`config.mk`:
```
export PLATFORM = sky130hd
export DESIGN_NAME = interval_timer
export DESIGN_NICKNAME = d
export VERILOG_FILES = /design/src/rtl/interval_timer_pkg.sv /design/src/rtl/tick_down_counter.sv /design/src/rtl/interval_timer.sv
export SDC_FILE = /design/constraint.sdc
export NUM_CORES = 1
export LEC_CHECK = 0
export CAP_MARGIN = 30
export CORE_ASPECT_RATIO = 0.75
export CORE_MARGIN = 2
export CORE_UTILIZATION = 30
export DETAILED_ROUTE_END_ITERATION = 16
export PLACE_DENSITY_LB_ADDON = 0.15
export SLEW_MARGIN = 10
export SYNTH_ARGS = -nofsm -noshare
export SYNTH_HDL_FRONTEND = slang
export SYNTH_HIERARCHICAL = 1
export SYNTH_SLANG_ARGS = --single-unit
export TNS_END_PERCENT = 20
```
`constraint.sdc`:
```
create_clock -name clk -period 2.9 [get_ports clk]
set_input_delay 0.29 -clock clk [delete_from_list [all_inputs] [get_ports clk]]
set_output_delay 0.29 -clock clk [all_outputs]
set_load 0.05 [all_outputs]
```
`src/rtl/interval_timer_pkg.sv`:
```
// Shared types and constants for the interval timer and its counter.
// Latency: n/a (declarations only).
// Backpressure: n/a.
package interval_timer_pkg;

  // Controller states: wait for a start, give the parameter block an edge,
  // load the duration, then count seconds down.
  typedef enum logic [1:0] {
    IDLE  = 2'd0,
    REQ   = 2'd1,
    FETCH = 2'd2,
    COUNT = 2'd3
  } state_t;

  // Interval codes understood by the time-parameter block.
  localparam logic [1:0] INT_BASE = 2'b00;
  localparam logic [1:0] INT_EXT  = 2'b01;
  localparam logic [1:0] INT_YEL  = 2'b10;
  localparam logic [1:0] INT_DBL  = 2'b11;

  // Edges the time-parameter block needs to turn `interval` into `value`.
  localparam int PARAM_LAT = 1;

endpackage

```
`src/rtl/tick_down_counter.sv`:
```
// 4-bit loadable down-counter with a terminal (count==1) detect.
// Latency: load and decrement take effect at the next clk edge.
// Backpressure: none; saturates at 0 instead of wrapping.
module tick_down_counter (
  input  logic       clk,
  input  logic       rst,
  input  logic       load,
  input  logic [3:0] load_val,
  input  logic       dec,
  output logic [3:0] count,
  output logic       at_one
);

  // Load has priority over decrement; a decrement at 0 is dropped.
  always_ff @(posedge clk) begin
    if (rst) begin
      count <= 4'd0;
    end else if (load) begin
      count <= load_val;
    end else if (dec && (count != 4'd0)) begin
      count <= count - 4'd1;
    end
  end

  // Next decrement is the terminal one.
  assign at_one = (count == 4'd1);

endmodule

```
`src/rtl/interval_timer.sv`:
```
// Interval timer: fetches a duration for the requested code and counts it down in seconds.
// Latency: start at edge k loads the count at edge k+2; expired pulses the clk after the last tick.
// Backpressure: none; a new start always restarts, outputs are single-cycle pulses/levels.
module interval_timer
  import interval_timer_pkg::*;
(
  input  logic       clk,
  input  logic       Reset_Sync,
  input  logic       oneHz_enable,
  input  logic       Start_Timer,
  input  logic [1:0] interval_req,
  input  logic [3:0] value,
  output logic [1:0] interval,
  output logic       expired,
  output logic       busy,
  output logic [3:0] remaining
);

  state_t     state_q;
  state_t     state_d;
  logic [1:0] interval_d;
  logic       expired_d;
  logic       cnt_load;
  logic       cnt_dec;
  logic       cnt_at_one;

  tick_down_counter u_cnt (
    .clk      (clk),
    .rst      (Reset_Sync),
    .load     (cnt_load),
    .load_val (value),
    .dec      (cnt_dec),
    .count    (remaining),
    .at_one   (cnt_at_one)
  );

  // Next-state logic: a start pre-empts everything, including a terminal tick.
  always_comb begin
    state_d    = state_q;
    interval_d = interval;
    expired_d  = 1'b0;
    cnt_load   = 1'b0;
    cnt_dec    = 1'b0;
    if (Start_Timer) begin
      state_d    = REQ;
      interval_d = interval_req;
    end else begin
      case (state_q)
        IDLE: begin
          state_d = IDLE;
        end
        REQ: begin
          // Parameter block registers `value` on this edge.
          state_d = FETCH;
        end
        FETCH: begin
          cnt_load = 1'b1;
          if (value == 4'd0) begin
            // Zero-length interval ends immediately.
            expired_d = 1'b1;
            state_d   = IDLE;
          end else begin
            state_d = COUNT;
          end
        end
        COUNT: begin
          if (oneHz_enable) begin
            cnt_dec = 1'b1;
            if (cnt_at_one) begin
              expired_d = 1'b1;
              state_d   = IDLE;
            end
          end
        end
        default: begin
          state_d = IDLE;
        end
      endcase
    end
  end

  // State and registered outputs; busy tracks the state being entered.
  always_ff @(posedge clk) begin
    if (Reset_Sync) begin
      state_q  <= IDLE;
      interval <= INT_BASE;
      expired  <= 1'b0;
      busy     <= 1'b0;
    end else begin
      state_q  <= state_d;
      interval <= interval_d;
      expired  <= expired_d;
      busy     <= (state_d != IDLE);
    end
  end

endmodule

```
==> flow_metrics.env, run 1 <==
export IMPL_drt_initial_drc_count=19
export IMPL_rsz0062_at_grt="no"
export IMPL_clock_skew_final_ns=0.0103
export IMPL_fin_crit_sh_pct=63.2
export IMPL_clk_path_buf_depth=2
export IMPL_finalSetupTns_ns=0
export IMPL_drtPass1Iterations=4
export IMPL_slew_viol_final=0
export IMPL_dp_cells=99
export IMPL_cts_buffers=3
export IMPL_arrival_ns=1.98
export IMPL_wl_per_cell_um=12.3
export IMPL_fin_cells=103
export IMPL_cp_top_family="simple AND/OR/NAND/NOR gates"
export IMPL_p_per_area_mw_per_mm2=430
export IMPL_synth_area_leaders="dfxtp_1 37%, a2111oi_2 5.6%, nand2_1 4.9%, ha_1 4.7%, nor3_1 4.7%"
export IMPL_cts_setup_buffers=0
export IMPL_cap_violations=0
export IMPL_clk_pin_slew_ns=0.06
export IMPL_ys_flop_type="dfxtp_1"
export IMPL_core_area_mm2=0.00171
export IMPL_yosysTopAreaCellShare_pct=37.5
export IMPL_path_class="input pin to register"
export IMPL_rows=13
export IMPL_vdd_drop_max_uv=274
export IMPL_critPathLaunchType="input pin"
export IMPL_grt_overflow_total=0
export IMPL_crit_chain="clkdlybuf4s50_1, inv_2, nand2_1, nor2_1, a2111oi_0, or3_1"
export IMPL_setup_viol=0
export IMPL_drc=0
export IMPL_synthCells=60
export IMPL_totalWireLength_um=1270
export IMPL_synthDistinctLibCells=29
export IMPL_drtAntennaViolNets=0
export IMPL_n_antenna_cell=0
export IMPL_nFillCells=178
export IMPL_grtUsageTotal_pct=16.0
export IMPL_syn_nets=72
export IMPL_ys_seq_elements=10
export IMPL_fmax_mhz=545
export IMPL_register_area_um2=200
export IMPL_p_leak_nw=0.283
export IMPL_finalCriticalPeriod_ns=1.83
export IMPL_status="complete, no violations"
export IMPL_crit_buf_inv=2
export IMPL_crit_required_ns=3.05
export IMPL_end_kind="register"
export IMPL_cts_tree="done"
export IMPL_tightest_slew_ns=0.566
export IMPL_grt_pass1_wl_um=2300
export IMPL_async_reset_ff_share_pct=0
export IMPL_hpwl_um=937
export IMPL_slowest_stage="clkdlybuf4s50_1"
export IMPL_synth_edf_count=0
export IMPL_multi_input_area_um2=315
export IMPL_dieArea_mm2=0.00214
export IMPL_max_stage_delay_ns=0.53
export IMPL_die_h_um=40.5
export IMPL_cts_hold_fix_buffers=0
export IMPL_hp_class="register to register"
export IMPL_post_cts_resized=0
export IMPL_vias_per_cell=5.08
export IMPL_num_nets_final=94
export IMPL_antenna_found_initial=0
export IMPL_vias=523
export IMPL_grt_max_degree=15
export IMPL_hold_viol_final=0
export IMPL_yosys_cell_count_top_type="dfxtp_1"
export IMPL_grt_pass1_vias=522
export IMPL_maxSlewHeadroom_pct=62.1
export IMPL_gp_congestion=0.816
export IMPL_synth_area_um2=534
export IMPL_root_buffer="clkbuf_4"
export IMPL_avgSynthCellArea_um2=8.90
export IMPL_stdcell_area_um2=772
export IMPL_synth_common_cells="10 x dfxtp_1, 7 x nand2_1, 6 x nor2_1, 5 x nor3_1, 3 x inv_1"
export IMPL_start_util_pct=31.3
export IMPL_htree_levels=1
export IMPL_synth_top_area_cell="dfxtp_1"
export IMPL_place_port_buffers=17
export IMPL_final_layout_size_suffix_gt1_share_pct=13.6
export IMPL_area_growth_pct=44.5
export IMPL_clk_latency_ns=0.27
export IMPL_io_pins=18
export IMPL_clock_sinks=10
export IMPL_die_w_um=52.7
export IMPL_ys_warn_count=6
export IMPL_cp_max_fo=8
export IMPL_yosysSeqAreaShare_pct=37.5
export IMPL_dpl_cell_area_um2=736
power breakdown:
part           switching [W]  internal [W]
clock              0.0000500     0.0000763
combinational      0.0000322     0.0000267
sequential        0.00000465      0.000143
total              0.0000868      0.000246
placed cells by master, fill, tap and decap left out, drive strengths merged, types with 2 or more instances in the layout:
master         instances
mux2i                  2
clkbuf                 4
nor2b                  2
a2111oi                3
clkdlybuf4s50         17
ha                     2
dfxtp                 10
a21oi                  2
nor2                   6
inv                    4
nor3                   6
nand2                  7
final timing paths:
kind                            slack (ns)  cells past startpoint                     endpoint                        start
worst max-delay path                  1.07                      6  u_cnt/count[0]$_SDFFE_PP0P_                  Start_Timer
worst min-delay path                  0.50                      2     interval[0]$_SDFFE_PP0P_     interval[0]$_SDFFE_PP0P_
worst max register to register        1.18                      5  u_cnt/count[0]$_SDFFE_PP0P_  u_cnt/count[1]$_SDFFE_PP0P_
worst min register to register        0.50                      2     interval[0]$_SDFFE_PP0P_     interval[0]$_SDFFE_PP0P_
cells by family after synthesis:
| kind of cell | synth area share [%] |
|---|---|
| buffers and inverters | 3.51 |
| AND/OR/NAND/NOR | 30.0 |
| multiplexers | 5.85 |
| AO/OA/AOI/OAI | 18.5 |
| flip-flops | 37.5 |
| adder cells (fa/ha/maj) | 4.68 |
through the flow:
step / hold WS (ns) / util (%) / worst slack (ns) / total power [W]
CTS: 0.508 / 45.2 / 1.07 / 0.000337
global route: 0.556 / 45.2 / 0.904 / 0.000350
floorplan: 0.358 / - / 1.07 / 0.000180
global placement: 0.486 / 43.1 / 0.883 / 0.000209
detailed placement: 0.488 / 43.1 / 0.778 / 0.000209
finish: 0.501 / 45.2 / 1.07 / 0.000332
worst min-delay path, stage by stage, from the launching register on:
cell	delay (ns)
dfxtp_1	0.33
mux2i_1	0.06
nor2_1	0.08
layout make-up:
type                       instances  area share (%)
timing repair buffer              18            23.0
multi-input combinational         45            40.8
clock buffer                       4            4.70
sequential                        10            25.9
tap                               22            3.57
inverter                           4            1.94
routing by layer:
metal	track usage, %	up-vias	wire length, um
li1	-	270	-
met1	19.1	236	642
met2	24.4	15	520
met3	8.58	2	89
met4	5.77	0	13
met5	0	-	0
registers in the layout, indices dropped and copies added (netlist names):
name / cells
u_cnt/count: 4
interval: 2
state_q: 2
busy: 1
expired: 1
Note: power is estimated with default switching activity, not from simulation.
==> run 2: changes to the inputs <==
- clock period: 2.9 -> 1.6 ns (I/O delays scaled with it)
==> run 2 against run 1 <==
Compared with the run above: wire length rose by 2.6%; via count rose by 5.4%; cell area rose by 11%; non-clock buffer count rose by 10; die area did not move; total power rose by 71%.
==> flow_metrics.env, run 2 (synthesis results as in run 1) <==
export IMPL_arrival_ns=1.71
export IMPL_drt_initial_drc_count=8
export IMPL_crit_required_ns=1.77
export IMPL_slew_viol_final=0
export IMPL_die_h_um=40.5
export IMPL_finalCriticalPeriod_ns=1.55
export IMPL_path_class="register to register"
export IMPL_totalWireLength_um=1300
export IMPL_crit_chain="inv_4, ha_4, or3b_4, and3_4, or3_1"
export IMPL_vdd_drop_max_uv=411
export IMPL_die_w_um=52.7
export IMPL_dieArea_mm2=0.00214
export IMPL_drtAntennaViolNets=0
export IMPL_grt_pass1_wl_um=2240
export IMPL_max_stage_delay_ns=0.42
export IMPL_n_antenna_cell=0
export IMPL_drc=0
export IMPL_cts_buffers=3
export IMPL_place_port_buffers=17
export IMPL_grt_busiest_layer="met2"
export IMPL_p_per_area_mw_per_mm2=666
export IMPL_cts_hold_fix_buffers=0
export IMPL_cts_tree="done"
export IMPL_area_growth_pct=59.7
export IMPL_reg_top3="u_cnt/count x4, interval x2, state_q x2"
export IMPL_dpl_cell_area_um2=808
export IMPL_cp_top_family="simple AND/OR/NAND/NOR gates"
export IMPL_grtUsageMet2_pct=23.4
export IMPL_num_nets_final=104
export IMPL_dp_cells=108
export IMPL_power_w=0.000568
export IMPL_gp_congestion=0.846
export IMPL_grt_overflow_total=0
export IMPL_hpwl_um=1040
export IMPL_cap_violations=0
export IMPL_fin_crit_sh_pct=96.7
export IMPL_use_met3_pct=7.84
export IMPL_grtUsageTotal_pct=15.4
export IMPL_cp_depth=5
export IMPL_nFillCells=182
export IMPL_core_area_mm2=0.00171
export IMPL_finalSetupTns_ns=0
export IMPL_clk_pin_slew_ns=0.07
export IMPL_clock_skew_final_ns=0.0163
export IMPL_top_register="u_cnt/count"
export IMPL_hold_viol_final=0
export IMPL_largest_register_ff_count=4
export IMPL_fmax_mhz=646
export IMPL_vias=551
export IMPL_stdcell_area_um2=853
export IMPL_critPathLaunchType="register"
export IMPL_rsz0062_at_grt="yes"
export IMPL_tightest_slew_ns=0.285
export IMPL_fin_util_pct=50.0
export IMPL_final_common_cell="buf_4"
export IMPL_start_util_pct=31.3
export IMPL_final_layout_size_suffix_gt1_share_pct=38.5
export IMPL_root_buffer="clkbuf_4"
export IMPL_status="complete, no violations"
export IMPL_fin_cells=113
export IMPL_maxSlewHeadroom_pct=80.9
export IMPL_clock_sinks=10
export IMPL_grt_pass1_vias=495
export IMPL_wl_per_cell_um=11.5
export IMPL_io_pins=18
export IMPL_htree_levels=1
export IMPL_grt_max_degree=10
export IMPL_crit_buf_inv=1
export IMPL_rr_worst_depth=5
export IMPL_rows=13
export IMPL_use_met1_pct=18.8
export IMPL_drtPass1Iterations=4
export IMPL_slowest_stage="or3b_4"
export IMPL_vias_per_cell=4.88
export IMPL_end_kind="register"
export IMPL_cp_max_fo=6
export IMPL_antenna_found_initial=0
export IMPL_clk_path_buf_depth=2
export IMPL_layout_common_cells="19 x buf_4, 9 x clkdlybuf4s50_1, 8 x dfxtp_1"
export IMPL_hold_depth=3
export IMPL_hp_class="input pin to register"
export IMPL_clk_latency_ns=0.28
export IMPL_p_leak_nw=0.347
export IMPL_setup_viol=0
-- run 2: cell count changes in the layout (fill, tap and decap cells not counted), sizes merged --
cell,delta
buf,+18
clkdlybuf4s50,-8
-- run 2: worst paths after layout --
path	from	end	slack, ns
worst max-delay path	u_cnt/count[1]$_SDFFE_PP0P_	u_cnt/count[0]$_SDFFE_PP0P_	0.05
worst min-delay path	interval_req[1]	interval[1]$_SDFFE_PP0P_	0.49
worst max register to register	u_cnt/count[1]$_SDFFE_PP0P_	u_cnt/count[0]$_SDFFE_PP0P_	0.05
worst min register to register	interval[0]$_SDFFE_PP0P_	interval[0]$_SDFFE_PP0P_	0.50
-- run 2: worst min-delay path, delay by kind of cell --
| kind | cells | cell delay, ns |
|---|---|---|
| and+or+nand+nor | 1 | 0.05 |
| muxes | 1 | 0.13 |
| buffers and inverters | 1 | 0.39 |
-- run 2: layout make-up --
type	count	area [um2]	share of cell area, %
clock buffer	4	26.3	3.08
inverter	4	20.0	2.35
multi-input combinational	45	339	39.7
sequential	10	208	24.3
tap	22	27.5	3.23
timing repair buffer	28	233	27.3
-- run 2: power breakdown --
part	total (W)	switching, W	internal [W]
logic	0.000116	0.0000624	0.0000540
clock network	0.000189	0.0000924	0.0000964
registers	0.000263	0.00000731	0.000256
-- run 2: per-stage QoR --
stage / hold slack [ns] / setup slack [ns]
floorplan: 0.228 / 0.0136
global placement: 0.482 / 0.000843
detailed placement: 0.487 / -0.0206
CTS: 0.485 / 0.00728
global route: 0.503 / -0.0122
finish: 0.491 / 0.0532
-- run 2: metal layers --
metal  up-vias  routed length (um)
li1        288                   -
met1       247                 658
met2        13                 542
met3         3                  80
met4         0                  17
met5         -                   0
-- run 2: repair_timing --
| action | in CTS | in global routing |
|---|---|---|
| buffers inserted | 0 | 1 |
| setup endpoints to repair | 0 | 2 |
| hold endpoints to repair | 0 | 0 |
| resized for setup | 0 | 3 |
